===== src/rtl/ball_pkg.sv =====
// Shared constants, types and helpers for the ball sprite position path.
// zone_of() is also used by the renderer so both agree on depth zones.
package ball_pkg;

  localparam int unsigned H_ACTIVE_DEF = 640;
  localparam int unsigned V_ACTIVE_DEF = 480;
  localparam int unsigned Z_MAX        = 999;
  localparam int unsigned COORD_W      = 16;
  localparam int unsigned ZONE_W       = 4;
  localparam int unsigned N_ZONES      = 10;
  localparam int unsigned ZONE_STEP    = 100;
  localparam int unsigned SIZE_W       = 10;

  // Sprite edge length per depth zone, nearest first.
  localparam logic [SIZE_W-1:0] STAGE [N_ZONES] = '{
    10'd69, 10'd59, 10'd51, 10'd43, 10'd37, 10'd31, 10'd25, 10'd21, 10'd17, 10'd15
  };

  typedef enum logic [1:0] {
    ST_IDLE  = 2'd0,
    ST_PEND  = 2'd1,
    ST_ZONE  = 2'd2,
    ST_APPLY = 2'd3
  } state_e;

  typedef struct packed {
    logic [COORD_W-1:0] x;
    logic [COORD_W-1:0] y;
    logic [COORD_W-1:0] z;
  } pos_t;

  // Depth zone of z after clamping to Z_MAX: one zone per ZONE_STEP of depth.
  function automatic logic [ZONE_W-1:0] zone_of(input logic [COORD_W-1:0] z);
    logic [COORD_W-1:0] zc;
    logic [ZONE_W-1:0]  zn;
    zc = (z > COORD_W'(Z_MAX)) ? COORD_W'(Z_MAX) : z;
    zn = '0;
    for (int unsigned i = 1; i < N_ZONES; i++) begin
      if (zc >= COORD_W'(i * ZONE_STEP)) zn = ZONE_W'(i);
    end
    return zn;
  endfunction

  // Out-of-range zones fall back to the smallest sprite.
  function automatic logic [SIZE_W-1:0] stage_of(input logic [ZONE_W-1:0] zone);
    if (zone < ZONE_W'(N_ZONES)) return STAGE[zone];
    return STAGE[N_ZONES-1];
  endfunction

endpackage


===== src/rtl/ball_pos_sched_if.sv =====
// Game-logic write channel, scan-line input and committed renderer position.
interface ball_pos_sched_if;
  import ball_pkg::*;

  logic [COORD_W-1:0] pixel_y;
  logic               wr_valid;
  logic [COORD_W-1:0] wr_x;
  logic [COORD_W-1:0] wr_y;
  logic [COORD_W-1:0] wr_z;
  logic               wr_ready;
  logic [COORD_W-1:0] x_loc;
  logic [COORD_W-1:0] y_loc;
  logic [COORD_W-1:0] z_loc;
  logic [ZONE_W-1:0]  zone;
  logic               commit;
  logic [COORD_W-1:0] frame_cnt;

  modport master (
    output pixel_y, wr_valid, wr_x, wr_y, wr_z,
    input  wr_ready, x_loc, y_loc, z_loc, zone, commit, frame_cnt
  );

  modport slave (
    input  pixel_y, wr_valid, wr_x, wr_y, wr_z,
    output wr_ready, x_loc, y_loc, z_loc, zone, commit, frame_cnt
  );

endinterface


===== src/rtl/ball_clamp.sv =====
// Combinational clamp keeping a zone-sized sprite fully on screen.
module ball_clamp
  import ball_pkg::*;
#(
  parameter int unsigned H_ACTIVE = H_ACTIVE_DEF,
  parameter int unsigned V_ACTIVE = V_ACTIVE_DEF
) (
  input  pos_t              pos_i,
  input  logic [ZONE_W-1:0] zone_i,
  output pos_t              pos_c_o
);

  logic [SIZE_W-1:0]  sz;
  logic [COORD_W-1:0] x_max;
  logic [COORD_W-1:0] y_max;

  always_comb begin
    sz      = stage_of(zone_i);
    x_max   = COORD_W'(H_ACTIVE - 1) - COORD_W'(sz);
    y_max   = COORD_W'(V_ACTIVE - 1) - COORD_W'(sz);
    pos_c_o = pos_i;
    if (pos_i.x > x_max)            pos_c_o.x = x_max;
    if (pos_i.y > y_max)            pos_c_o.y = y_max;
    if (pos_i.z > COORD_W'(Z_MAX))  pos_c_o.z = COORD_W'(Z_MAX);
  end

endmodule


===== src/rtl/ball_pos_sched.sv =====
// Holds one pending ball position and commits it to the renderer only at the
// start of vertical blanking, with depth zone and on-screen clamping applied.
module ball_pos_sched
  import ball_pkg::*;
#(
  parameter int unsigned H_ACTIVE = H_ACTIVE_DEF,
  parameter int unsigned V_ACTIVE = V_ACTIVE_DEF
) (
  input  logic             clk,
  input  logic             rst_n,
  ball_pos_sched_if.slave  bus_if
);

  state_e             state_q, state_d;
  pos_t               pend_q, pend_d;
  logic [ZONE_W-1:0]  zone_p_q, zone_p_d;
  pos_t               out_q, out_d;
  logic [ZONE_W-1:0]  zone_q, zone_d;
  logic               commit_q, commit_d;
  logic               wr_ready_q, wr_ready_d;
  logic [COORD_W-1:0] pixel_y_q;
  logic [COORD_W-1:0] frame_cnt_q, frame_cnt_d;
  pos_t               clamped_c;
  logic               vb_start_c;
  logic               hs_c;

  // Rising edge of "on the first blanking line"; skipping that line never fires.
  assign vb_start_c = (bus_if.pixel_y == COORD_W'(V_ACTIVE)) &&
                      (pixel_y_q != COORD_W'(V_ACTIVE));
  assign hs_c       = bus_if.wr_valid && wr_ready_q;

  ball_clamp #(
    .H_ACTIVE (H_ACTIVE),
    .V_ACTIVE (V_ACTIVE)
  ) u_clamp (
    .pos_i   (pend_q),
    .zone_i  (zone_p_q),
    .pos_c_o (clamped_c)
  );

  // State register.
  always_ff @(posedge clk or negedge rst_n) begin
    if (!rst_n) state_q <= ST_IDLE;
    else        state_q <= state_d;
  end

  // Next-state logic.
  always_comb begin
    state_d = state_q;
    unique case (state_q)
      ST_IDLE:  if (hs_c) state_d = ST_PEND;
      ST_PEND:  if (vb_start_c) state_d = ST_ZONE;
      ST_ZONE:  state_d = ST_APPLY;
      ST_APPLY: state_d = ST_IDLE;
      default:  state_d = ST_IDLE;
    endcase
  end

  // Output / datapath next values.
  always_comb begin
    pend_d     = pend_q;
    zone_p_d   = zone_p_q;
    out_d      = out_q;
    zone_d     = zone_q;
    commit_d   = 1'b0;
    wr_ready_d = (state_d == ST_IDLE);
    unique case (state_q)
      ST_IDLE: begin
        if (hs_c) begin
          pend_d.x = bus_if.wr_x;
          pend_d.y = bus_if.wr_y;
          pend_d.z = bus_if.wr_z;
        end
      end
      ST_ZONE:  zone_p_d = zone_of(pend_q.z);
      ST_APPLY: begin
        out_d    = clamped_c;
        zone_d   = zone_p_q;
        commit_d = 1'b1;
      end
      default: ;
    endcase
  end

  assign frame_cnt_d = vb_start_c ? frame_cnt_q + COORD_W'(1) : frame_cnt_q;

  always_ff @(posedge clk or negedge rst_n) begin
    if (!rst_n) begin
      pend_q      <= '0;
      zone_p_q    <= '0;
      out_q       <= '0;
      zone_q      <= '0;
      commit_q    <= 1'b0;
      wr_ready_q  <= 1'b1;
      pixel_y_q   <= '0;
      frame_cnt_q <= '0;
    end else begin
      pend_q      <= pend_d;
      zone_p_q    <= zone_p_d;
      out_q       <= out_d;
      zone_q      <= zone_d;
      commit_q    <= commit_d;
      wr_ready_q  <= wr_ready_d;
      pixel_y_q   <= bus_if.pixel_y;
      frame_cnt_q <= frame_cnt_d;
    end
  end

  assign bus_if.wr_ready  = wr_ready_q;
  assign bus_if.x_loc     = out_q.x;
  assign bus_if.y_loc     = out_q.y;
  assign bus_if.z_loc     = out_q.z;
  assign bus_if.zone      = zone_q;
  assign bus_if.commit    = commit_q;
  assign bus_if.frame_cnt = frame_cnt_q;

endmodule


===== src/flat_wrapper.sv =====
// flat-port wrapper written by rule: the top's interface ports become plain ports
module ball_pos_sched_flat import ball_pkg::*;
#(
  parameter int unsigned H_ACTIVE = H_ACTIVE_DEF,
  parameter int unsigned V_ACTIVE = V_ACTIVE_DEF
)
  (clk, rst_n, bus_if_pixel_y, bus_if_wr_valid, bus_if_wr_x, bus_if_wr_y, bus_if_wr_z, bus_if_wr_ready, bus_if_x_loc, bus_if_y_loc, bus_if_z_loc, bus_if_zone, bus_if_commit, bus_if_frame_cnt);
  ball_pos_sched_if bus_if_i ();
  input  logic clk;
  input  logic rst_n;
  input wire logic [$bits(bus_if_i.pixel_y)-1:0] bus_if_pixel_y;
  input wire logic [$bits(bus_if_i.wr_valid)-1:0] bus_if_wr_valid;
  input wire logic [$bits(bus_if_i.wr_x)-1:0] bus_if_wr_x;
  input wire logic [$bits(bus_if_i.wr_y)-1:0] bus_if_wr_y;
  input wire logic [$bits(bus_if_i.wr_z)-1:0] bus_if_wr_z;
  output wire logic [$bits(bus_if_i.wr_ready)-1:0] bus_if_wr_ready;
  output wire logic [$bits(bus_if_i.x_loc)-1:0] bus_if_x_loc;
  output wire logic [$bits(bus_if_i.y_loc)-1:0] bus_if_y_loc;
  output wire logic [$bits(bus_if_i.z_loc)-1:0] bus_if_z_loc;
  output wire logic [$bits(bus_if_i.zone)-1:0] bus_if_zone;
  output wire logic [$bits(bus_if_i.commit)-1:0] bus_if_commit;
  output wire logic [$bits(bus_if_i.frame_cnt)-1:0] bus_if_frame_cnt;
  assign bus_if_i.pixel_y = bus_if_pixel_y;
  assign bus_if_i.wr_valid = bus_if_wr_valid;
  assign bus_if_i.wr_x = bus_if_wr_x;
  assign bus_if_i.wr_y = bus_if_wr_y;
  assign bus_if_i.wr_z = bus_if_wr_z;
  assign bus_if_wr_ready = bus_if_i.wr_ready;
  assign bus_if_x_loc = bus_if_i.x_loc;
  assign bus_if_y_loc = bus_if_i.y_loc;
  assign bus_if_z_loc = bus_if_i.z_loc;
  assign bus_if_zone = bus_if_i.zone;
  assign bus_if_commit = bus_if_i.commit;
  assign bus_if_frame_cnt = bus_if_i.frame_cnt;
  ball_pos_sched #(.H_ACTIVE(H_ACTIVE), .V_ACTIVE(V_ACTIVE)) u_core (.clk(clk), .rst_n(rst_n), .bus_if(bus_if_i));
endmodule

===== config.mk =====
export PLATFORM = sky130hd
export DESIGN_NAME = ball_pos_sched_flat
export DESIGN_NICKNAME = d
export VERILOG_FILES = /design/src/rtl/ball_pkg.sv /design/src/rtl/ball_pos_sched_if.sv /design/src/rtl/ball_clamp.sv /design/src/rtl/ball_pos_sched.sv /design/src/flat_wrapper.sv
export SDC_FILE = /design/constraint.sdc
export NUM_CORES = 1
export LEC_CHECK = 0
export ABC_CLOCK_PERIOD_IN_PS = 4000
export CAP_MARGIN = 20
export CORE_MARGIN = 4
export CORE_UTILIZATION = 40
export CTS_CLUSTER_DIAMETER = 40
export DETAILED_ROUTE_END_ITERATION = 10
export MAX_ROUTING_LAYER = met4
export PLACE_DENSITY_LB_ADDON = 0.3
export SLEW_MARGIN = 25
export SYNTH_ARGS = -nofsm -noshare
export SYNTH_HDL_FRONTEND = slang
export SYNTH_HIERARCHICAL = 1
export SYNTH_SLANG_ARGS = --single-unit
export TNS_END_PERCENT = 20

===== constraint.sdc =====
create_clock -name clk -period 4 [get_ports clk]
set_input_delay 1.2 -clock clk [delete_from_list [all_inputs] [get_ports clk]]
set_output_delay 1.2 -clock clk [all_outputs]
set_load 0.02 [all_outputs]

==> metrics.txt <==
clk sinks 140; yosys warns 6; first-pass GRT wire length ~23000 µm; Place WS approximately 0.6 ns; IO Port Bufs 136; vias in the first global route approximately 4600; Iteration-0 DRC Markers 144; Synth top area share 53.7%; clock slew at reported path FFs ~0.060 ns; placed cell areas 8000 µm²; initial antenna violation count 0; CP most frequent cell ha_1; RSZ-0062 raised after global routing false; Mapped Area around 6500 µm²; Area Overhead vs Synth 33.0%; Slew @ Worst Pin 0.841 ns; layout cell share with drive strength beyond 1 roughly 27%; maximum clock frequency approximately 0.29 GHz; max-cap violations 0; post-synth cell types 66; post-synthesis adder-cell area fraction 3.09%; IO Pins around 140; Die Width 135 µm; Final setup viols 0; Final TNS setup 0 ns; GRT overflow 0; R2R cell count 12; Synth Instances 495; element type at the critical path end flop; CP max-delay cell a2111oi_1; final RePlAce weighted congestion 0.888; worst skew pair latency between 0.4 and 0.5 ns; Starting Density between 40% and 50%; post-CTS setup buffer count 0; Final period util between 80 and 90%; hold crit path type flop to flop; Die H approximately 140 µm; Final Skew 0.00806 ns; largest net degree at the start of global routing 91; synthesized area per cell approximately 13 µm²; total number of vias 4261; async set-reset flop share out of synthesis between 90% and 100%; Synth Area in Compound Gates approximately 5.3%; Max Slew Vio Count 0; XOR/XNOR share of the synthesized area roughly 2.2%; vias per cell 4.93; leading area contributor after synthesis dfrtp_1; Critical Path AT 3.74 ns; CTS tree built; post-route antenna net violation count 0; # hold bufs at CTS 0; fin crit period 3.45 ns; Routed WL around 14000 µm; Slew HR around 44%; # rows 46; CTS Buffer Depth 2; status completed; power per cell area 506 nW/µm²; Worst Path Required approximately 4.3 ns; root buf cell clkbuf_16; n_diodes 0; Power, Total 0.00436 W; GRT Util Overall 16.5%; Leak Pwr roughly 3.8 nW; Final Hold Fails 0; crit start category flop; Final Instance Area around 8600 µm²; DRT Pass-1 Iters 4; largest family of logic cells by synthesized area multiplexers; synth top area cells dfrtp_1 (54%), mux2_2 (18%), ha_1 (3.1%); core area about 16000 µm²; Crit path largest cell delay 0.46 ns; Max rail drop VDD 0.309 mV; post-CTS resize count 0; TritonCTS buffer count 17; crit path kind flop to flop; wire per inst between 15 and 20 µm; Final nets approximately 720; worst setup margin around 0.55 ns; Yosys reg bits 140; area of the die about 18000 µm²; Post-synth EDFFs 0; Crit Path Max Fanout 8; share of the yosys chip area belonging to registers 54.1%; DR DRC count 0; H-tree Lvls 4; hold path depth 1; mux cell area share after synthesis about a fifth; critical path cell sequence inv_1 -> ha_1 -> or2_4 -> a21oi_4 -> ha_1 -> ha_1 -> nand4_1 -> a21oi_1 -> a2111oi_1 -> o21ai_2 -> mux2_2 -> mux2_2; Detail Placement HPWL about 9800 µm; Post-Synth Simple-Gate Area a little over a tenth; Main synth FF type dfrtp_1
==> through the flow <==
step / hold WS, ns / instances / util [%]
floorplan: 0.472 / 513 / -
global placement: 0.462 / 832 / 50.3
detailed placement: 0.483 / 832 / 50.3
CTS: 0.492 / 864 / 54.2
global route: 0.509 / 864 / 54.2
finish: 0.491 / 864 / 54.2
==> cell usage in the layout, fill, tap and decap left out, drive strengths merged, types with 7 or more instances in the layout <==
cell type,count
clkbuf,21
dfrtp,139
nand2,13
or2,7
nand4,14
conb,19
nand3,7
a21oi,12
xnor2,15
ha,16
mux2,110
o21ai,13
nor2,11
inv,17
clkdlybuf4s50,135
==> synth_stat cells, types with 4 or more instances <==
library cell,instances
nor2_1,11
nor2b_1,6
or2_2,6
clkbuf_1,9
xnor2_1,15
and2_1,5
o21ai_0,8
mux2_4,4
nand2b_1,5
and3_1,5
dfrtp_1,139
ha_1,16
or3_1,6
mux2_2,106
inv_1,17
nand4_1,12
a21oi_1,11
nor3_1,5
mux2i_1,4
buf_4,19
nand3_1,6
nand2_1,13
buf_2,6
nor4_1,4
==> critical path, delay by kind of cell, from the launching register on <==
kind	cells	cell delay, ns
multiplexers	2	0.59
buffers and inverters	1	0.09
AO/OA/AOI/OAI	4	1.01
flip-flops	1	0.45
adder cells (fa/ha/maj)	3	0.82
AND/OR/NAND/NOR	2	0.36
==> path summary, 6_finish.rpt <==
path                                                                end  slack (ns)                                    start
worst max-delay path                 u_core/bus_if.y_loc[2]$_DFFE_PN0P_        0.55           u_core/zone_p_q[0]$_DFFE_PN0P_
worst min-delay path            u_core/bus_if.frame_cnt[15]$_DFFE_PN0P_        0.49  u_core/bus_if.frame_cnt[15]$_DFFE_PN0P_
worst max register to register       u_core/bus_if.y_loc[2]$_DFFE_PN0P_        0.55           u_core/zone_p_q[0]$_DFFE_PN0P_
worst min register to register  u_core/bus_if.frame_cnt[15]$_DFFE_PN0P_        0.49  u_core/bus_if.frame_cnt[15]$_DFFE_PN0P_
max in group asynchronous                u_core/pixel_y_q[11]$_DFF_PN0_        2.36                                    rst_n
min in group asynchronous                 u_core/pend_q[44]$_DFFE_PN0P_        0.87                                    rst_n
==> layer usage <==
| metal | vias up | global-route usage [%] | routed length (µm) |
|---|---|---|---|
| li1 | 2021 | - | - |
| met1 | 2131 | 20.0 | 6000 |
| met2 | 98 | 26.5 | 6850 |
| met3 | 11 | 5.50 | 815 |
| met4 | 0 | 4.93 | 142 |
| met5 | - | - | 0 |
==> logic make-up (layout without fill, tap and decap cells) <==
logic type / Yosys count / count (layout)
buf+inv: 54 / 189
compound gates: 47 / 47
simple gates: 107 / 107
mux: 114 / 114
other cells: 1 / 19
flops: 140 / 140
fa+ha+maj: 16 / 16
xor+xnor: 16 / 16
==> registers in the layout, summed over array words and instances, names as in the netlist, 2 cells and up <==
signal and flops:
u_core/zone_p_q 4, u_core/bus_if.y_loc 16, u_core/pend_q 48, u_core/bus_if.zone 4, u_core/bus_if.frame_cnt 16, u_core/pixel_y_q 16
u_core/state_q 2, u_core/bus_if.z_loc 16, u_core/bus_if.x_loc 16
==> power breakdown <==
part	switching, W	internal (W)
Combinational	0.000315	0.000449
Clock	0.000588	0.00104
Sequential	0.000280	0.00168
==> final cells by class <==
class	instances	area, µm²
flip-flops and latches	140	3500
fillers	1362	7270
inverters	17	63.8
clock inverters	11	140
well taps	216	270
clock buffers	21	480
multi-input cells	319	2750
repair buffers	140	1410
Power figures use the tool's default switching activity.
